`src/rtl/load_store_unit_pkg.sv`:
```
// Shared types and constants for the load/store unit: FSM encoding, funct3 codes,
// access-size encoding and request decode helpers.
package load_store_unit_pkg;

   localparam int MEM_RD_LAT_MIN = 1;
   localparam int MEM_RD_LAT_MAX = 4;

   localparam logic [1:0] ST_IDLE   = 2'd0;
   localparam logic [1:0] ST_READ   = 2'd1;
   localparam logic [1:0] ST_WRITE  = 2'd2;
   localparam logic [1:0] ST_FINISH = 2'd3;

   localparam logic [2:0] F3_B  = 3'b000;
   localparam logic [2:0] F3_H  = 3'b001;
   localparam logic [2:0] F3_W  = 3'b010;
   localparam logic [2:0] F3_D  = 3'b011;
   localparam logic [2:0] F3_BU = 3'b100;
   localparam logic [2:0] F3_HU = 3'b101;
   localparam logic [2:0] F3_WU = 3'b110;

   typedef enum logic [1:0] {
      SZ_B = 2'd0,
      SZ_H = 2'd1,
      SZ_W = 2'd2,
      SZ_D = 2'd3
   } size_e;

   typedef struct packed {
      logic       is_store;
      size_e      size;
      logic       is_signed;
      logic [2:0] offset;
   } req_t;

   // Stores have no unsigned variants, so any funct3 with bit 2 set is illegal.
   function automatic logic f3_illegal(input logic is_store, input logic [2:0] f3);
      return is_store ? f3[2] : (f3 == 3'b111);
   endfunction

   function automatic logic misaligned(input size_e sz, input logic [2:0] off);
      logic bad;
      case (sz)
         SZ_H:    bad = off[0];
         SZ_W:    bad = |off[1:0];
         SZ_D:    bad = |off;
         default: bad = 1'b0;
      endcase
      return bad;
   endfunction

endpackage

```
`src/rtl/load_store_unit_lane_align.sv`:
```
// Byte-lane steering: extract-and-extend for loads, byte-merge into the read
// doubleword for sub-doubleword stores.
module lsu_lane_align
   import load_store_unit_pkg::*;
#(
   parameter int DATA_W = 64
) (
   input  logic [2:0]        offset_i,
   input  size_e             size_i,
   input  logic              signed_i,
   input  logic [DATA_W-1:0] rdata_i,
   input  logic [DATA_W-1:0] wdata_i,
   output logic [DATA_W-1:0] load_o,
   output logic [DATA_W-1:0] merge_o
);

   logic [5:0]        shamt;
   logic [DATA_W-1:0] shifted;
   logic [DATA_W-1:0] lane_mask;
   logic [DATA_W-1:0] mask_sh;
   logic              sign_b;
   logic              sign_h;
   logic              sign_w;

   assign shamt   = {offset_i, 3'b000};
   assign shifted = rdata_i >> shamt;
   assign sign_b  = signed_i & shifted[7];
   assign sign_h  = signed_i & shifted[15];
   assign sign_w  = signed_i & shifted[31];

   always_comb begin
      load_o    = shifted;
      lane_mask = '1;
      case (size_i)
         SZ_B: begin
            load_o    = {{56{sign_b}}, shifted[7:0]};
            lane_mask = 64'h0000_0000_0000_00FF;
         end
         SZ_H: begin
            load_o    = {{48{sign_h}}, shifted[15:0]};
            lane_mask = 64'h0000_0000_0000_FFFF;
         end
         SZ_W: begin
            load_o    = {{32{sign_w}}, shifted[31:0]};
            lane_mask = 64'h0000_0000_FFFF_FFFF;
         end
         default: begin
            load_o    = rdata_i;
            lane_mask = '1;
         end
      endcase
   end

   assign mask_sh = lane_mask << shamt;
   assign merge_o = (rdata_i & ~mask_sh) | ((wdata_i & lane_mask) << shamt);

endmodule

```
`src/rtl/load_store_unit.sv`:
```
// Multicycle RV64I load/store unit against a doubleword-wide little-endian memory;
// sub-doubleword stores are done as read-modify-write.
//
//  state     | meaning
//  ----------+---------------------------------------------------------------
//  ST_IDLE   | waiting for start; request latched and decoded on acceptance
//  ST_READ   | mem_addr held for MEM_RD_LAT cycles, rdata captured on the last
//  ST_WRITE  | mem_wr pulsed with merged (or full SD) doubleword
//  ST_FINISH | done pulse, err valid; back to idle next cycle
module load_store_unit
   import load_store_unit_pkg::*;
#(
   parameter int MEM_RD_LAT = 1,
   parameter int DATA_W     = 64
) (
   input  logic              clk,
   input  logic              rst,
   input  logic              start,
   input  logic              is_store,
   input  logic [2:0]        funct3,
   input  logic [DATA_W-1:0] addr,
   input  logic [DATA_W-1:0] store_data,
   output logic              busy,
   output logic              done,
   output logic              err,
   output logic [DATA_W-1:0] load_data,
   output logic [DATA_W-1:0] mem_addr,
   output logic [DATA_W-1:0] mem_wdata,
   output logic              mem_wr,
   input  logic [DATA_W-1:0] mem_rdata
);

   // Out-of-range latencies are clamped so the counter never wraps.
   localparam int CNT_INIT_I = (MEM_RD_LAT < MEM_RD_LAT_MIN) ? 0 :
                               (MEM_RD_LAT > MEM_RD_LAT_MAX) ? MEM_RD_LAT_MAX - 1 :
                               MEM_RD_LAT - 1;
   localparam logic [1:0] CNT_INIT = 2'(CNT_INIT_I);

   logic [1:0]        state_q, state_d;
   logic [1:0]        cnt_q, cnt_d;
   req_t              req_q, req_d;
   logic [DATA_W-1:0] sdata_q, sdata_d;
   logic              err_q, err_d;
   logic [DATA_W-1:0] load_q, load_d;
   logic [DATA_W-1:0] maddr_q, maddr_d;
   logic [DATA_W-1:0] wdata_q, wdata_d;
   logic              wr_q, wr_d;

   size_e             size_in;
   logic              bad_in;
   logic [DATA_W-1:0] load_ext;
   logic [DATA_W-1:0] merged;

   assign size_in = size_e'(funct3[1:0]);
   assign bad_in  = f3_illegal(is_store, funct3) | misaligned(size_in, addr[2:0]);

   lsu_lane_align #(
      .DATA_W (DATA_W)
   ) u_align (
      .offset_i (req_q.offset),
      .size_i   (req_q.size),
      .signed_i (req_q.is_signed),
      .rdata_i  (mem_rdata),
      .wdata_i  (sdata_q),
      .load_o   (load_ext),
      .merge_o  (merged)
   );

   always_comb begin
      state_d = state_q;
      cnt_d   = cnt_q;
      req_d   = req_q;
      sdata_d = sdata_q;
      err_d   = err_q;
      load_d  = load_q;
      maddr_d = maddr_q;
      wdata_d = wdata_q;
      wr_d    = 1'b0;
      case (state_q)
         ST_IDLE: begin
            if (start) begin
               req_d   = '{is_store: is_store, size: size_in,
                           is_signed: ~funct3[2], offset: addr[2:0]};
               sdata_d = store_data;
               load_d  = '0;
               err_d   = bad_in;
               if (bad_in) begin
                  state_d = ST_FINISH;
               end else begin
                  maddr_d = {addr[DATA_W-1:3], 3'b000};
                  if (is_store && (size_in == SZ_D)) begin
                     wdata_d = store_data;
                     wr_d    = 1'b1;
                     state_d = ST_WRITE;
                  end else begin
                     cnt_d   = CNT_INIT;
                     state_d = ST_READ;
                  end
               end
            end
         end
         ST_READ: begin
            if (cnt_q == 2'd0) begin
               if (req_q.is_store) begin
                  wdata_d = merged;
                  wr_d    = 1'b1;
                  state_d = ST_WRITE;
               end else begin
                  load_d  = load_ext;
                  state_d = ST_FINISH;
               end
            end else begin
               cnt_d = cnt_q - 2'd1;
            end
         end
         ST_WRITE:  state_d = ST_FINISH;
         ST_FINISH: state_d = ST_IDLE;
         default:   state_d = ST_IDLE;
      endcase
   end

   always_ff @(posedge clk) begin
      if (rst) begin
         state_q <= ST_IDLE;
         cnt_q   <= '0;
         req_q   <= '0;
         sdata_q <= '0;
         err_q   <= 1'b0;
         load_q  <= '0;
         maddr_q <= '0;
         wdata_q <= '0;
         wr_q    <= 1'b0;
      end else begin
         state_q <= state_d;
         cnt_q   <= cnt_d;
         req_q   <= req_d;
         sdata_q <= sdata_d;
         err_q   <= err_d;
         load_q  <= load_d;
         maddr_q <= maddr_d;
         wdata_q <= wdata_d;
         wr_q    <= wr_d;
      end
   end

   assign busy      = (state_q == ST_READ) || (state_q == ST_WRITE);
   assign done      = (state_q == ST_FINISH);
   assign err       = done & err_q;
   assign load_data = load_q;
   assign mem_addr  = maddr_q;
   assign mem_wdata = wdata_q;
   assign mem_wr    = wr_q;

endmodule

```
`config.mk`:
```
export PLATFORM = sky130hd
export DESIGN_NAME = load_store_unit
export DESIGN_NICKNAME = d
export VERILOG_FILES = /design/src/rtl/load_store_unit_pkg.sv /design/src/rtl/load_store_unit_lane_align.sv /design/src/rtl/load_store_unit.sv
export SDC_FILE = /design/constraint.sdc
export NUM_CORES = 1
export LEC_CHECK = 0
export BUFFER_PORTS_ARGS = -buffer_cell sky130_fd_sc_hd__buf_2
export CORE_UTILIZATION = 53
export DETAILED_ROUTE_END_ITERATION = 10
export PLACE_DENSITY = 0.78
export REMOVE_ABC_BUFFERS = 1
export SYNTH_ARGS = -nofsm -noshare
export SYNTH_HDL_FRONTEND = slang
export SYNTH_SLANG_ARGS = --single-unit
```
`constraint.sdc`:
```
create_clock -name clk -period 2.9 [get_ports clk]
set_clock_uncertainty 0.2 [all_clocks]
set_input_delay 0.29 -clock clk [delete_from_list [all_inputs] [get_ports clk]]
set_output_delay 0.29 -clock clk [all_outputs]
set_load 0.02 [all_outputs]
```
==> flow_summary.json <==
{
  "outcome": "finished, final reports clean",
  "pre_cts_ws_ns": 0.343,
  "postRouteAntennaNets": 0,
  "synth_top_family_by_area": "compound AO/OA/AOI/OAI gates",
  "synth-edff-count": 0,
  "ys_seq_area_share_pct": 38.5,
  "final_max_slew_viol_count": 0,
  "cts_tree": "yes",
  "syn_inst": 1844,
  "endpoint_kind": "flip-flop",
  "place.gp.congestion": 0.966,
  "layout.nets": 2591,
  "hold_viol": 0,
  "cts_root_buf": "clkbuf_16",
  "netlist_area_um2": 13800,
  "grt-ovfl-total": 0,
  "clk_pin_slew_ns": 0.06,
  "grt_pass1_vias": 16600,
  "timing.final.crit_share_pct": 94.4,
  "place_area_um2": 16200,
  "htree_levels": 1,
  "row_count": 58,
  "syn_area_per_cell_um2": 7.49,
  "drv_cap": 0,
  "stdcell_area_um2": 19300,
  "crit_fanout": 24,
  "worst_pin_slew_ns": 1.00,
  "highest_layer": "met5",
  "viasPerCell": 6.22,
  "die_area_um2": 26700,
  "setup_violations": 0,
  "start_kind": "flip-flop",
  "synthFlopType": "dfxtp_1",
  "wl_um": 60900,
  "fillers": 1862,
  "fin_cells": 2739,
  "clockBufferDepth": 3,
  "grt_pass1_wl_um": 91800,
  "grt_usage_pct": 44.3,
  "hold_class": "input port to flip-flop",
  "crit_type": "flip-flop to flip-flop",
  "power_density_nw_per_um2": 821,
  "synth_fa_ha_area_share_pct": 0.543,
  "core_um2": 25400,
  "p_leak_nw": 8.11,
  "initial_core_util_pct": 54.4,
  "wl_per_cell_um": 22.2,
  "fmax_mhz": 365,
  "antenna_found_initial": 2,
  "die_x_um": 163,
  "yosys.area_share.simple_pct": 20.4,
  "cts-buffers-inserted": 29,
  "cts_num_sinks": 266,
  "syn_to_final_growth_pct": 39.4,
  "total_power_mw": 15.8,
  "dp.cells": 2476,
  "drive_gt1_share_pct": 24.1,
  "synth_top_area_share_pct": 38.5,
  "route.met3.wl_um": 7330,
  "muxShareOfSynthArea_pct": 7.11,
  "fin_hold_ws_ns": 0.0511,
  "vias": 17000,
  "required_ns": 3.20,
  "slew_headroom_pct": 33.0,
  "clock_latency_ns": 0.56,
  "synth_top_cell_by_area": "dfxtp_1",
  "synth_warnings": 0,
  "drt_first_pass_iters": 8,
  "route.met2.wl_um": 27300,
  "arrival_ns": 3.03,
  "cts.repair.resized": 0,
  "hold_buffers": 209,
  "fin_crit_ns": 2.74,
  "io_pins": 395,
  "synthXorXnorAreaFrac_pct": 0,
  "netlist_top_cells_area": "dfxtp_1 (39%), nand2_1 (13%), a21oi_1 (9.1%)",
  "fin_ws_ns": 0.163,
  "rsz0062_at_grt": "false",
  "async_flop_share_pct": 0,
  "wl_met1_um": 22400,
  "die_y_um": 163,
  "synthDistinctLibCells": 63,
  "ir_drop_mv": 0.615,
  "grt_max_degree": 72,
  "post_cts_buffers": 0,
  "synth_seq_cells": 266,
  "synth_compound_area_share_pct": 27.6,
  "port_buffers": 391,
  "dp.final_hpwl_um": 39200,
  "first_iter_violations": 2291,
  "drc": 0
}
cell families after synthesis:
group | after synthesis
muxes | 90
DFF | 266
and+or+nand+nor | 681
AOI/OAI and AO/OA | 619
adders and majority gates | 6
other | 1
buffers and inverters | 181
power breakdown:
group	total (mW)	switching (mW)	internal (mW)
sequential	4.99	0.596	4.39
clock	3.91	1.61	2.30
combinational	6.91	4.53	2.38
layout by cell type (no fill, tap or decap), types with 6 or more instances in the layout:
master         count
a211oi_1          12
a21o_1            12
a21oi_1          251
a221o_1           12
a221oi_1          21
a22oi_1           10
a311oi_1           8
a31oi_1            6
and2_1            14
buf_12             7
buf_2            390
buf_4             70
clkbuf_16         29
clkbuf_8           8
dfxtp_1          263
dlygate4sd3_1    209
inv_1             12
mux2_2            25
mux2i_1           61
nand2_1          469
nand2b_1           7
nand3_1           39
nor2_1            89
nor2b_1            7
nor3_1            16
o211ai_1          33
o21ai_0          146
o21ai_1           13
o221ai_1          38
o22ai_1            8
or3_1              7
cells in the mapped netlist, drive strengths merged, types with 3 or more instances:
cell type,number
a311oi,8
and3b,5
a21bo,4
a22oi,10
nor2,94
ha,6
nor2b,9
o311a,3
and2,15
o22a,5
nand2,471
mux2,25
o221ai,38
inv,13
a221o,13
o22ai,8
nand3,39
mux2i,61
o2111ai,4
and3,5
mux4,4
or2,5
o21a,5
a21o,12
nand3b,4
dfxtp,266
a21oi,251
nor3,16
a31oi,6
o211ai,33
o311ai,3
o32ai,5
a221oi,23
nand2b,7
a211oi,12
o21ai,161
clkbuf,106
or3,7
buf,62
o31ai,4
worst max-delay path: stages, from the launching register on:
cell and delay [ns]:
dfxtp_1 0.34, inv_1 0.14, ha_1 0.23, and2_2 0.53
buf_4 0.40, nand2_1 0.11, a21oi_1 0.15, dlygate4sd3_1 0.58
through the flow:
stage | TNS (ns) | util, %
global placement | 0 | 63.6
detailed placement | 0 | 63.6
floorplan | -460.06 | -
finish | 0 | 75.8
global route | 0 | 75.8
CTS | 0 | 75.8
layer usage:
layer	GRT usage, %	up-vias
met5	0	-
met4	26.3	2
met3	11.5	276
met2	71.1	1264
met1	53.3	7881
li1	-	7602
flip-flops by register name, summed over array words and instances, names as in the netlist:
signal	cells
mem_wr	1
mem_addr	61
req_q	7
cnt_q	2
err_q	1
state_q	2
load_data	64
mem_wdata	64
sdata_q	64
path summary, 6_finish.rpt:
check                           cells past startpoint          start  slack [ns]       endpoint
worst max-delay path                                7     state_q[1]        0.16    sdata_q[27]
worst max register to register                      7     state_q[1]        0.16    sdata_q[27]
worst min register to register                      2  load_data[53]        0.23  load_data[53]
worst min-delay path                                4  mem_rdata[26]        0.05  load_data[26]
layout make-up:
| type | count | area [um2] | area share [%] |
|---|---|---|---|
| Antenna cell | 2 | 5.00 | 0.0260 |
| Clock buffer | 39 | 843 | 4.38 |
| Clock inverter | 13 | 160 | 0.832 |
| Inverter | 13 | 48.8 | 0.253 |
| Multi-Input combinational cell | 1399 | 7740 | 40.2 |
| Sequential cell | 266 | 5330 | 27.7 |
| Tap cell | 330 | 413 | 2.14 |
| Timing Repair Buffer | 677 | 4720 | 24.5 |
(Power assumes the default switching activity.)
